**src/rtl/alu_cmd_driver_pkg.sv**
```systemverilog
// Shared definitions for the nibble-serial ALU command driver.
// Latency: n/a (types and constants only).
// Backpressure: n/a.
package alu_cmd_driver_pkg;

    // ALU opcodes, passed through to the ALU unchanged
    localparam logic [2:0] OP_ADD = 3'b000;
    localparam logic [2:0] OP_SUB = 3'b001;
    localparam logic [2:0] OP_AND = 3'b010;
    localparam logic [2:0] OP_OR  = 3'b011;
    localparam logic [2:0] OP_NOT = 3'b100;
    localparam logic [2:0] OP_XOR = 3'b101;
    localparam logic [2:0] OP_NEG = 3'b110;
    localparam logic [2:0] OP_SHL = 3'b111;

    // ALU flag bit positions
    localparam int FLG_C = 0;
    localparam int FLG_V = 1;
    localparam int FLG_Z = 2;
    localparam int FLG_N = 3;

    // Header nibble layout: {use_acc, opcode[2:0]}
    localparam int USE_ACC_BIT = 3;

    typedef enum logic [2:0] {
        S_OP  = 3'd0,
        S_A   = 3'd1,
        S_B   = 3'd2,
        S_EX  = 3'd3,
        S_RSP = 3'd4
    } state_t;

    // Opcode field of a header nibble
    function automatic logic [2:0] hdr_opcode(input logic [3:0] hdr);
        return hdr[2:0];
    endfunction

    // Accumulator-select field of a header nibble
    function automatic logic hdr_use_acc(input logic [3:0] hdr);
        return hdr[USE_ACC_BIT];
    endfunction

endpackage

```
**src/rtl/alu_cmd_driver.sv**
```systemverilog
// Collects {header, A, B} nibbles, drives the external ALU from registers, returns {flags, result}.
// Latency: one execute cycle after operand B is taken, then the response is held until accepted.
// Backpressure: cmd_ready drops from execute until the response transfers; rsp_data holds while rsp_ready=0.
module alu_cmd_driver
    import alu_cmd_driver_pkg::*;
#(
    parameter int             W       = 4,
    parameter logic [W-1:0]   ACC_RST = 4'b0000
) (
    input  logic             clk,
    input  logic             rst_n,
    input  logic             cmd_valid,
    output logic             cmd_ready,
    input  logic [3:0]       cmd_data,
    output logic             rsp_valid,
    input  logic             rsp_ready,
    output logic [2*W-1:0]   rsp_data,
    output logic [W-1:0]     alu_in1,
    output logic [W-1:0]     alu_in2,
    output logic [2:0]       alu_opcode,
    input  logic [W-1:0]     alu_out,
    input  logic [3:0]       alu_flags,
    output logic [W-1:0]     acc
);

    state_t         state;
    logic [2:0]     op_q;
    logic [W-1:0]   a_q;
    logic [W-1:0]   b_q;
    logic [W-1:0]   res_q;
    logic [3:0]     flg_q;
    logic [W-1:0]   acc_q;
    logic           cmd_ready_q;
    logic           rsp_valid_q;

    logic           cmd_xfer;
    logic           rsp_xfer;

    assign cmd_xfer = cmd_valid && cmd_ready_q;
    assign rsp_xfer = rsp_valid_q && rsp_ready;

    // Command FSM: gathers nibbles, runs one execute cycle, then holds the response until taken
    always_ff @(posedge clk or negedge rst_n) begin
        if (!rst_n) begin
            state       <= S_OP;
            cmd_ready_q <= 1'b1;
            rsp_valid_q <= 1'b0;
            op_q        <= OP_ADD;
            a_q         <= '0;
            b_q         <= '0;
            res_q       <= '0;
            flg_q       <= '0;
            acc_q       <= ACC_RST;
        end else begin
            case (state)
                S_OP: begin
                    if (cmd_xfer) begin
                        op_q <= hdr_opcode(cmd_data);
                        // Chained ops reuse the accumulator as A and skip the A nibble
                        if (hdr_use_acc(cmd_data)) begin
                            a_q   <= acc_q;
                            state <= S_B;
                        end else begin
                            state <= S_A;
                        end
                    end
                end
                S_A: begin
                    if (cmd_xfer) begin
                        a_q   <= cmd_data;
                        state <= S_B;
                    end
                end
                S_B: begin
                    // B is always collected, even for unary opcodes that ignore it
                    if (cmd_xfer) begin
                        b_q         <= cmd_data;
                        state       <= S_EX;
                        cmd_ready_q <= 1'b0;
                    end
                end
                S_EX: begin
                    // ALU inputs have been stable from registers for this whole cycle
                    res_q       <= alu_out;
                    flg_q       <= alu_flags;
                    acc_q       <= alu_out;
                    rsp_valid_q <= 1'b1;
                    state       <= S_RSP;
                end
                S_RSP: begin
                    if (rsp_xfer) begin
                        rsp_valid_q <= 1'b0;
                        cmd_ready_q <= 1'b1;
                        state       <= S_OP;
                    end
                end
                default: begin
                    state       <= S_OP;
                    cmd_ready_q <= 1'b1;
                    rsp_valid_q <= 1'b0;
                end
            endcase
        end
    end

    assign cmd_ready  = cmd_ready_q;
    assign rsp_valid  = rsp_valid_q;
    assign rsp_data   = {flg_q, res_q};
    assign alu_in1    = a_q;
    assign alu_in2    = b_q;
    assign alu_opcode = op_q;
    assign acc        = acc_q;

endmodule

```
**config.mk**
```make
export PLATFORM = sky130hd
export DESIGN_NAME = alu_cmd_driver
export DESIGN_NICKNAME = d
export VERILOG_FILES = /design/src/rtl/alu_cmd_driver_pkg.sv /design/src/rtl/alu_cmd_driver.sv
export SDC_FILE = /design/constraint.sdc
export NUM_CORES = 1
export LEC_CHECK = 0
export ABC_AREA = 1
export BUFFER_PORTS_ARGS = -buffer_cell sky130_fd_sc_hd__buf_2
export CAP_MARGIN = 10
export CORE_MARGIN = 3
export CORE_UTILIZATION = 51
export DETAILED_ROUTE_END_ITERATION = 16
export GPL_ROUTABILITY_DRIVEN = 0
export PLACE_DENSITY = 0.82
export SYNTH_ARGS = -nofsm -noshare
export SYNTH_HDL_FRONTEND = slang
export SYNTH_SLANG_ARGS = --single-unit
export TNS_END_PERCENT = 50
```
**constraint.sdc**
```tcl
create_clock -name clk -period 2.85 [get_ports clk]
set_input_delay 0.4275 -clock clk [delete_from_list [all_inputs] [get_ports clk]]
set_output_delay 0.4275 -clock clk [all_outputs]
set_load 0.005 [all_outputs]
```
==> results.py, run 1 <==
metrics = {
    "critical_path": {
        "critPathCaptureType": "primary output",
        "critPathKind": "flop to primary output",
        "crit_chain": "buf_2",
        "cp_num_buf_inv": 1,
        "critPathMaxFanout": 3,
        "crit_required_ns": 2.42,
        "critPathLaunchType": "flop",
        "cpMaxStageDelayCell": "dfstp_2",
        "slowest_delay_ns": 0.57,
        "worstPathArrival_ns": 0.99,
        "critical_path.top_delay_family": "flip-flops",
    },
    "global_route": {
        "first_global_vias": 881,
        "antenna_found_initial": 0,
        "grt_overflow": 0,
        "grt.met2_usage": 0.304,
        "grt_max_degree": 25,
        "grt.total_usage": 0.176,
        "met3_usage": 0.0171,
        "grt_busiest_layer": "met2",
        "met1_usage": 0.221,
        "grt_pass1_wl_um": 3630,
    },
    "clock_network": {
        "clock-sinks": 24,
        "ctsHoldBuffers": 0,
        "cts_tree": "yes",
        "postCtsSetupBuffers": 0,
        "cts-root-buf": "clkbuf_4",
        "cts_resized": 0,
        "htreeDepth": 1,
        "numCtsBuffers": 3,
        "clk_latency_ns": 0.31,
        "clk_pin_slew_ns": 0.13,
        "clock_path_buffers": 2,
    },
    "yosys": {
        "synth_area_um2": 1110,
        "synth_common_cells": "nand2_1 (45), dfrtp_1 (23), inv_1 (20), o21ai_0 (18), nor2_1 (7)",
        "syn_area_per_cell_um2": 8.31,
        "synth.distinct_cells": 14,
        "async_reset_ff_frac": 1.00,
        "synth_top_area_share": 0.517,
        "postSynthCellCount": 134,
        "synth_top_area_cell": "dfrtp_1",
        "synth_ff_type": "dfrtp_1",
        "synth.net_count": 150,
        "synth_area_leaders": "dfrtp_1 (52%), nand2_1 (15%), o21ai_0 (8.1%)",
        "ys_seq_area_frac": 0.540,
        "synth_edf_count": 0,
        "synth-seq-cells": 24,
        "yosysWarnings": 0,
        "yosysMostFrequentCell": "nand2_1",
    },
    "drt": {
        "dr.pass1.iters": 4,
        "post_drt_wl_per_cell_um": 11.0,
        "vias_per_cell": 4.69,
        "drt_iter0_drc": 37,
        "ant_nets": 0,
        "drc": 0,
        "vias": 934,
        "drt-total-wl_um": 2190,
    },
    "power_and_ir_drop": {
        "p_leak_nw": 0.781,
        "clkPwrFrac": 0.121,
        "vdd_drop_max_v": 0.000579,
        "internal-power_w": 0.000867,
        "pwr-share-seq": 0.441,
        "comb_power_share": 0.437,
        "switching_share": 0.403,
        "powerDensity_nw_per_um2": 1090,
        "p_sw_w": 0.000584,
    },
    "layout": {
        "drive_gt1_frac": 0.291,
        "fin_nets": 189,
        "syn2layout_area_growth_pct": 19.6,
        "diodes": 0,
        "stdcell_count": 199,
    },
    "sta": {
        "period_share": 0.498,
        "fmax_ghz": 0.705,
        "rsz0062_at_grt": "no",
        "drv_slew": 0,
        "worst_pin_slew_ns": 0.519,
        "hold_violations": 0,
        "skew_ns": 0.00747,
        "maxSlewHeadroom": 0.654,
        "setup_viol": 0,
        "tns_ns": 0,
        "period_needed_ns": 1.42,
    },
    "die": {
        "die_x_um": 52.7,
        "coreArea_um2": 2020,
        "num_rows": 16,
        "ios": 41,
        "die_h_um": 52.7,
        "initial_core_util": 0.551,
        "die_area_um2": 2780,
    },
    "placed_design": {
        "detailed_place_hpwl_um": 1740,
        "portBuffers": 40,
        "dp_cells": 195,
    },
    "job": {
        "drv_cap": 0,
    },
    "worst_hold_path": {
        "hp-class": "primary input to asynchronous set/reset pin",
    },
    "status": {
        "status": "finished, final reports clean",
    },
}
-- cell families (layout without fill, tap and decap cells) --
logic type             Yosys count  after routing  synth area share
AND/OR/NAND/NOR                 63             63             0.247
buffers and inverters           26             64             0.115
flip-flops                      24             24             0.540
AO/OA/AOI/OAI                   21             21            0.0978
-- per-stage QoR --
step | util | setup slack, ns | hold WS (ns) | instance area [µm²] | total power [W]
floorplan | - | 1.70 | 0.132 | 1110 | 0.00108
global placement | 0.640 | 1.62 | 0.431 | 1290 | 0.00126
detailed placement | 0.640 | 1.57 | 0.440 | 1290 | 0.00129
CTS | 0.658 | 1.43 | 0.0872 | 1330 | 0.00147
global route | 0.658 | 1.40 | 0.0977 | 1330 | 0.00160
finish | 0.658 | 1.43 | 0.0662 | 1330 | 0.00145
-- path summary, 6_finish.rpt --
check,startpoint,endpoint,slack [ns],cells past startpoint
worst min-delay path,rst_n,alu_opcode[1],0.07,1
min in group clk,alu_flags[3],flg_q[3],0.34,3
worst max-delay path,cmd_ready,cmd_ready,1.43,1
worst min register to register,alu_in2[3],alu_in2[3],0.50,2
worst max register to register,cmd_ready,alu_opcode[1],1.55,4
max in group asynchronous,rst_n,cmd_ready,2.42,1
-- state kept, by name, indices dropped and copies added, names as in the netlist --
| register | count |
|---|---|
| state | 3 |
| rsp_valid | 1 |
| cmd_ready | 1 |
| alu_opcode | 3 |
| alu_in2 | 4 |
| acc | 4 |
| alu_in1 | 4 |
| flg_q | 4 |
-- final cells by class --
class / count / area (µm²)
fillers: 170 / 691
multi-input cells: 84 / 384
flip-flops and latches: 24 / 602
well taps: 27 / 33.8
clock buffers: 4 / 36.3
inverters: 20 / 75.1
repair buffers: 40 / 200
-- cell usage in the layout, fill, tap and decap left out, drive strengths merged --
cell	instances
o21ai	19
nand2	45
buf	40
nand4	2
inv	20
dfrtp	23
a21oi	2
nand3	7
nor2	9
clkbuf	4
dfstp	1
-- layer usage --
metal / vias up / wire length (µm)
met3: 2 / 130
met2: 31 / 1060
met5: - / 0
li1: 489 / -
met4: 0 / 17
met1: 412 / 984
-- power by group through the flow --
stage | registers (W) | clock network, W | logic, W
6_report | 0.000640 | 0.000176 | 0.000634
3_3_place_gp | 0.000636 | 0 | 0.000623
2_1_floorplan | 0.000637 | 0 | 0.000443
4_1_cts | 0.000640 | 0.000183 | 0.000647
5_1_grt | 0.000661 | 0.000198 | 0.000744
3_5_place_dp | 0.000644 | 0 | 0.000647
No activity file was read; power rests on OpenSTA's default activity.
==> run 2: changes to the inputs <==
- CORE_UTILIZATION: 51 -> 43
- PLACE_DENSITY: 0.82 -> 0.74
- clock period: 2.85 -> 1.1 ns (I/O delays scaled with it)
==> results.py, run 2 (same netlist as run 1, synthesis figures left out) <==
metrics = {
    "die": {
        "die_h_um": 56.9,
        "ios": 41,
        "die_area_um2": 3240,
        "die_x_um": 56.9,
        "initial_core_util": 0.476,
        "num_rows": 17,
        "coreArea_um2": 2340,
    },
    "critical_path": {
        "timing.rr.start": "state[2]",
        "critPathMaxFanout": 2,
        "critPathLaunchType": "flop",
        "critPathKind": "flop to primary output",
        "slowest_delay_ns": 0.57,
        "critical_path.top_delay_family": "flip-flops",
        "reg2reg_to": "state[1]",
        "cp_num_buf_inv": 2,
        "worstPathArrival_ns": 1.05,
        "critPathCaptureType": "primary output",
        "ff2ff_path_depth": 5,
        "regToRegSetupSlack_ns": -0.11,
        "crit_required_ns": 0.94,
        "cpMaxStageDelayCell": "dfstp_2",
        "path_common_cell": "buf_6",
        "crit_chain": "buf_6, buf_6",
    },
    "global_route": {
        "first_global_vias": 984,
        "grt.total_usage": 0.169,
        "grt_overflow": 0,
        "grt_pass1_wl_um": 4370,
        "antenna_found_initial": 0,
        "grt_max_degree": 25,
    },
    "drt": {
        "ant_nets": 0,
        "drt-total-wl_um": 2690,
        "drc": 0,
        "wl_met2_um": 1320,
        "wl_met3_um": 207,
        "dr.pass1.iters": 4,
        "post_drt_wl_per_cell_um": 12.5,
        "met1_length_um": 1130,
        "vias": 1051,
        "vias_per_cell": 4.89,
        "top_layer_used": "met4",
        "drt_iter0_drc": 45,
    },
    "power_and_ir_drop": {
        "clkPwrFrac": 0.134,
        "comb_power_share": 0.512,
        "p_leak_nw": 0.874,
        "switching_share": 0.393,
        "vdd_drop_max_v": 0.00183,
        "pwr-share-seq": 0.354,
        "internal-power_w": 0.00289,
        "p_sw_w": 0.00187,
        "p_total_w": 0.00476,
        "powerDensity_nw_per_um2": 3040,
    },
    "clock_network": {
        "clock_path_buffers": 2,
        "clk_latency_ns": 0.32,
        "clk_pin_slew_ns": 0.14,
        "cts-root-buf": "clkbuf_4",
        "cts_tree": "yes",
        "htreeDepth": 1,
        "numCtsBuffers": 3,
        "clock-sinks": 24,
    },
    "sta": {
        "maxSlewHeadroom": 0.639,
        "rsz0062_at_grt": "yes",
        "holdWs_ns": 0.0577,
        "drv_slew": 0,
        "hold_violations": 0,
        "skew_ns": 0.00734,
        "worst_pin_slew_ns": 0.542,
        "fmax_ghz": 0.824,
        "period_share": 1.10,
        "period_needed_ns": 1.21,
        "fin_ws_ns": -0.114,
        "setup_viol": 15,
    },
    "placed_design": {
        "detailed_place_hpwl_um": 1870,
        "dp_cells": 205,
        "portBuffers": 40,
    },
    "worst_hold_path": {
        "hold_path.startpoint": "alu_flags[2]",
        "hold_path_depth": 3,
        "min_to": "flg_q[2]",
        "hp-class": "primary input to flop",
    },
    "layout": {
        "post-route-util": 0.668,
        "syn2layout_area_growth_pct": 40.4,
        "final_cell_mix": "nand2_1 (41), buf_2 (39), dfrtp_1 (20)",
        "drive_gt1_frac": 0.422,
        "layout_commonest_cell": "nand2_1",
        "fin_nets": 204,
        "stdcell_count": 215,
        "diodes": 0,
    },
    "job": {
        "drv_cap": 0,
    },
    "status": {
        "status": "finished, violations left",
        "failed_checks": "setup timing",
    },
}
[run 2: changes by cell type in the layout (fill, tap and decap cells not counted), sizes merged]
cell / change
bufinv: +1
dlygate4sd3: +1
clkbuf: -1
buf: +14
[run 2: what timing repair did]
action                                  4_1_cts  5_1_grt
endpoints found under the hold margin        23        0
setup buffers                                 3        2
endpoints found under the setup margin       17       25
gates resized for setup                      19       13
pin swaps                                     2        5
hold buffers                                  1        0
[run 2: area by class of cell]
class	instances	area, µm²
fillers	202	776
flip-flops and latches	24	606
multi-input cells	84	444
repair buffers	55	349
inverters	20	77.6
well taps	28	35.0
clock inverters	1	30.0
clock buffers	3	22.5
[run 2: worst reg2reg max path: stages, from the launching register on]
cell	delay, ns
dfrtp_2	0.48
nor2_4	0.19
buf_4	0.15
nand2_1	0.07
a21oi_1	0.16
nor2_1	0.06
[run 2: routing by layer]
layer  vias up  track usage
li1        520            -
met1       486        0.214
met2        41        0.285
met3         4       0.0345
met4         0       0.0563
met5         -            0
[run 2: worst max-delay path by stage]
| stage | start | endpoint | slack, ns | cells after the start |
|---|---|---|---|---|
| floorplan | state[1] | alu_in1[1] | -0.02 | 7 |
| global route | state[2] | alu_in1[1] | -0.18 | 6 |
| global placement | state[1] | alu_in1[1] | -0.1 | 6 |
| CTS | cmd_ready | cmd_ready | -0.13 | 2 |
| detailed placement | state[1] | alu_in1[1] | -0.17 | 6 |
| finish | cmd_ready | cmd_ready | -0.11 | 2 |
[run 2: metrics by stage]
step | setup TNS (ns) | setup WS, ns | area [µm²]
3_5_place_dp | -1.32 | -0.165 | 1380
5_1_grt | -2.28 | -0.176 | 1560
2_1_floorplan | -0.0467 | -0.0182 | 1120
3_3_place_gp | -0.733 | -0.0971 | 1380
4_1_cts | -0.640 | -0.131 | 1510
6_report | -0.973 | -0.114 | 1560
[run 2: power groups by stage]
stage               Combinational, W  Sequential, W  Clock, W
finish                       0.00244        0.00169  0.000639
global route                 0.00274        0.00176  0.000679
CTS                          0.00221        0.00168  0.000656
detailed placement           0.00195        0.00167         0
global placement             0.00189        0.00165         0
floorplan                    0.00115        0.00165         0
==> run 3: changes to the inputs <==
- RECOVER_POWER: default -> 100
==> results.py, run 3 (same netlist as run 1, synthesis figures left out) <==
metrics = {
    "status": {
        "status": "finished, violations left",
        "failed_checks": "setup timing",
    },
    "sta": {
        "drv_slew": 0,
        "hold_violations": 0,
        "worst_pin_slew_ns": 0.595,
        "period_share": 1.11,
        "fin_ws_ns": -0.116,
        "setup_viol": 16,
        "skew_ns": 0.00897,
        "period_needed_ns": 1.22,
        "maxSlewHeadroom": 0.603,
        "fmax_ghz": 0.822,
        "rsz0062_at_grt": "yes",
    },
    "die": {
        "ios": 41,
        "coreArea_um2": 2340,
        "die_x_um": 56.9,
        "die_area_um2": 3240,
        "num_rows": 17,
        "die_h_um": 56.9,
        "initial_core_util": 0.476,
    },
    "layout": {
        "drive_gt1_frac": 0.390,
        "diodes": 0,
        "stdcell_count": 215,
        "final_cell_mix": "nand2_1 (41), buf_2 (32), dfrtp_1 (20)",
        "syn2layout_area_growth_pct": 39.8,
        "design_area_um2": 1560,
        "fin_nets": 204,
        "num-fill-cells": 201,
        "layout_commonest_cell": "nand2_1",
    },
    "placed_design": {
        "detailed_place_hpwl_um": 1870,
        "place_area_um2": 1380,
        "portBuffers": 40,
        "dp_cells": 205,
    },
    "global_route": {
        "antenna_found_initial": 0,
        "first_global_vias": 984,
        "grt_overflow": 0,
        "grt_max_degree": 25,
        "grt_pass1_wl_um": 4370,
        "grt.total_usage": 0.169,
    },
    "critical_path": {
        "critPathLaunchType": "flop",
        "critPathMaxFanout": 2,
        "worstPathArrival_ns": 1.05,
        "critPathKind": "flop to primary output",
        "crit_required_ns": 0.94,
        "regToRegSetupSlack_ns": -0.11,
        "critPathCaptureType": "primary output",
    },
    "clock_network": {
        "clock-sinks": 24,
        "cts-root-buf": "clkbuf_4",
        "cts_tree": "yes",
        "clk_pin_slew_ns": 0.14,
        "clock_path_buffers": 2,
        "clk_latency_ns": 0.32,
        "numCtsBuffers": 3,
        "htreeDepth": 1,
    },
    "power_and_ir_drop": {
        "vdd_drop_max_v": 0.00183,
        "p_leak_nw": 0.855,
        "powerDensity_nw_per_um2": 3050,
        "p_total_w": 0.00474,
    },
    "worst_hold_path": {
        "hp-class": "primary input to flop",
    },
    "drt": {
        "drt-total-wl_um": 2690,
        "vias_per_cell": 4.96,
        "post_drt_wl_per_cell_um": 12.5,
        "ant_nets": 0,
        "dr.pass1.iters": 4,
        "drc": 0,
        "vias": 1067,
        "drt_iter0_drc": 40,
    },
    "job": {
        "drv_cap": 0,
    },
}
-- run 3: changes by cell type in the layout (fill, tap and decap cells not counted) --
| cell | previous run | this run |
|---|---|---|
| clkbuf_2 | 0 | 1 |
| clkbuf_1 | 0 | 6 |
| buf_2 | 39 | 32 |
-- run 3: cell type report --
type | instances | area, µm² | area share
well taps | 28 | 35.0 | 0.0225
repair buffers | 55 | 342 | 0.219
multi-input cells | 84 | 444 | 0.285
flip-flops and latches | 24 | 606 | 0.389
clock inverters | 1 | 30.0 | 0.0193
clock buffers | 3 | 22.5 | 0.0145
inverters | 20 | 77.6 | 0.0498
-- run 3: what timing repair did --
action / CTS / global route
pin swaps: 2 / 5
hold buffers: 1 / 0
gates resized for setup: 19 / 13
setup buffers: 3 / 2
endpoints found under the hold margin: 23 / 0
endpoints found under the setup margin: 17 / 25
gates cloned: 0 / 0
-- run 3: critical path, stage by stage, from the launching register on --
cell	delay, ns
dfstp_2	0.57
buf_6	0.09
buf_6	0.08
-- run 3: path summary, 6_finish.rpt --
check                                  end          from  cells past startpoint
worst max-delay path             cmd_ready     cmd_ready                      2
worst max register to register  alu_in1[1]      state[2]                      6
max in group asynchronous         state[2]         rst_n                      2
worst min-delay path              flg_q[2]  alu_flags[2]                      3
min in group asynchronous       alu_in2[2]         rst_n                      2
worst min register to register  alu_in1[2]    alu_in1[2]                      2
-- run 3: metal layers --
metal	part of all wire	up-vias	global-route usage
met5	0	-	0
met4	0.011	0	0.0563
met3	0.089	4	0.0345
met2	0.50	47	0.285
met1	0.40	496	0.214
li1	-	520	-
-- run 3: per-stage QoR --
stage	setup TNS (ns)	setup slack [ns]	utilization	hold WS [ns]
2_1_floorplan	-0.0467	-0.0182	-	-0.131
3_3_place_gp	-0.733	-0.0971	0.589	0.170
3_5_place_dp	-1.32	-0.165	0.589	0.170
4_1_cts	-0.640	-0.131	0.647	0.0636
5_1_grt	-2.28	-0.176	0.665	0.0689
6_report	-0.945	-0.116	0.665	0.0536
-- run 3: where the power goes --
group,total [W],switching (W),internal [W]
Clock,0.000642,0.000274,0.000368
Combinational,0.00241,0.00125,0.00116
Sequential,0.00169,0.000357,0.00133
Total,0.00474,0.00188,0.00286
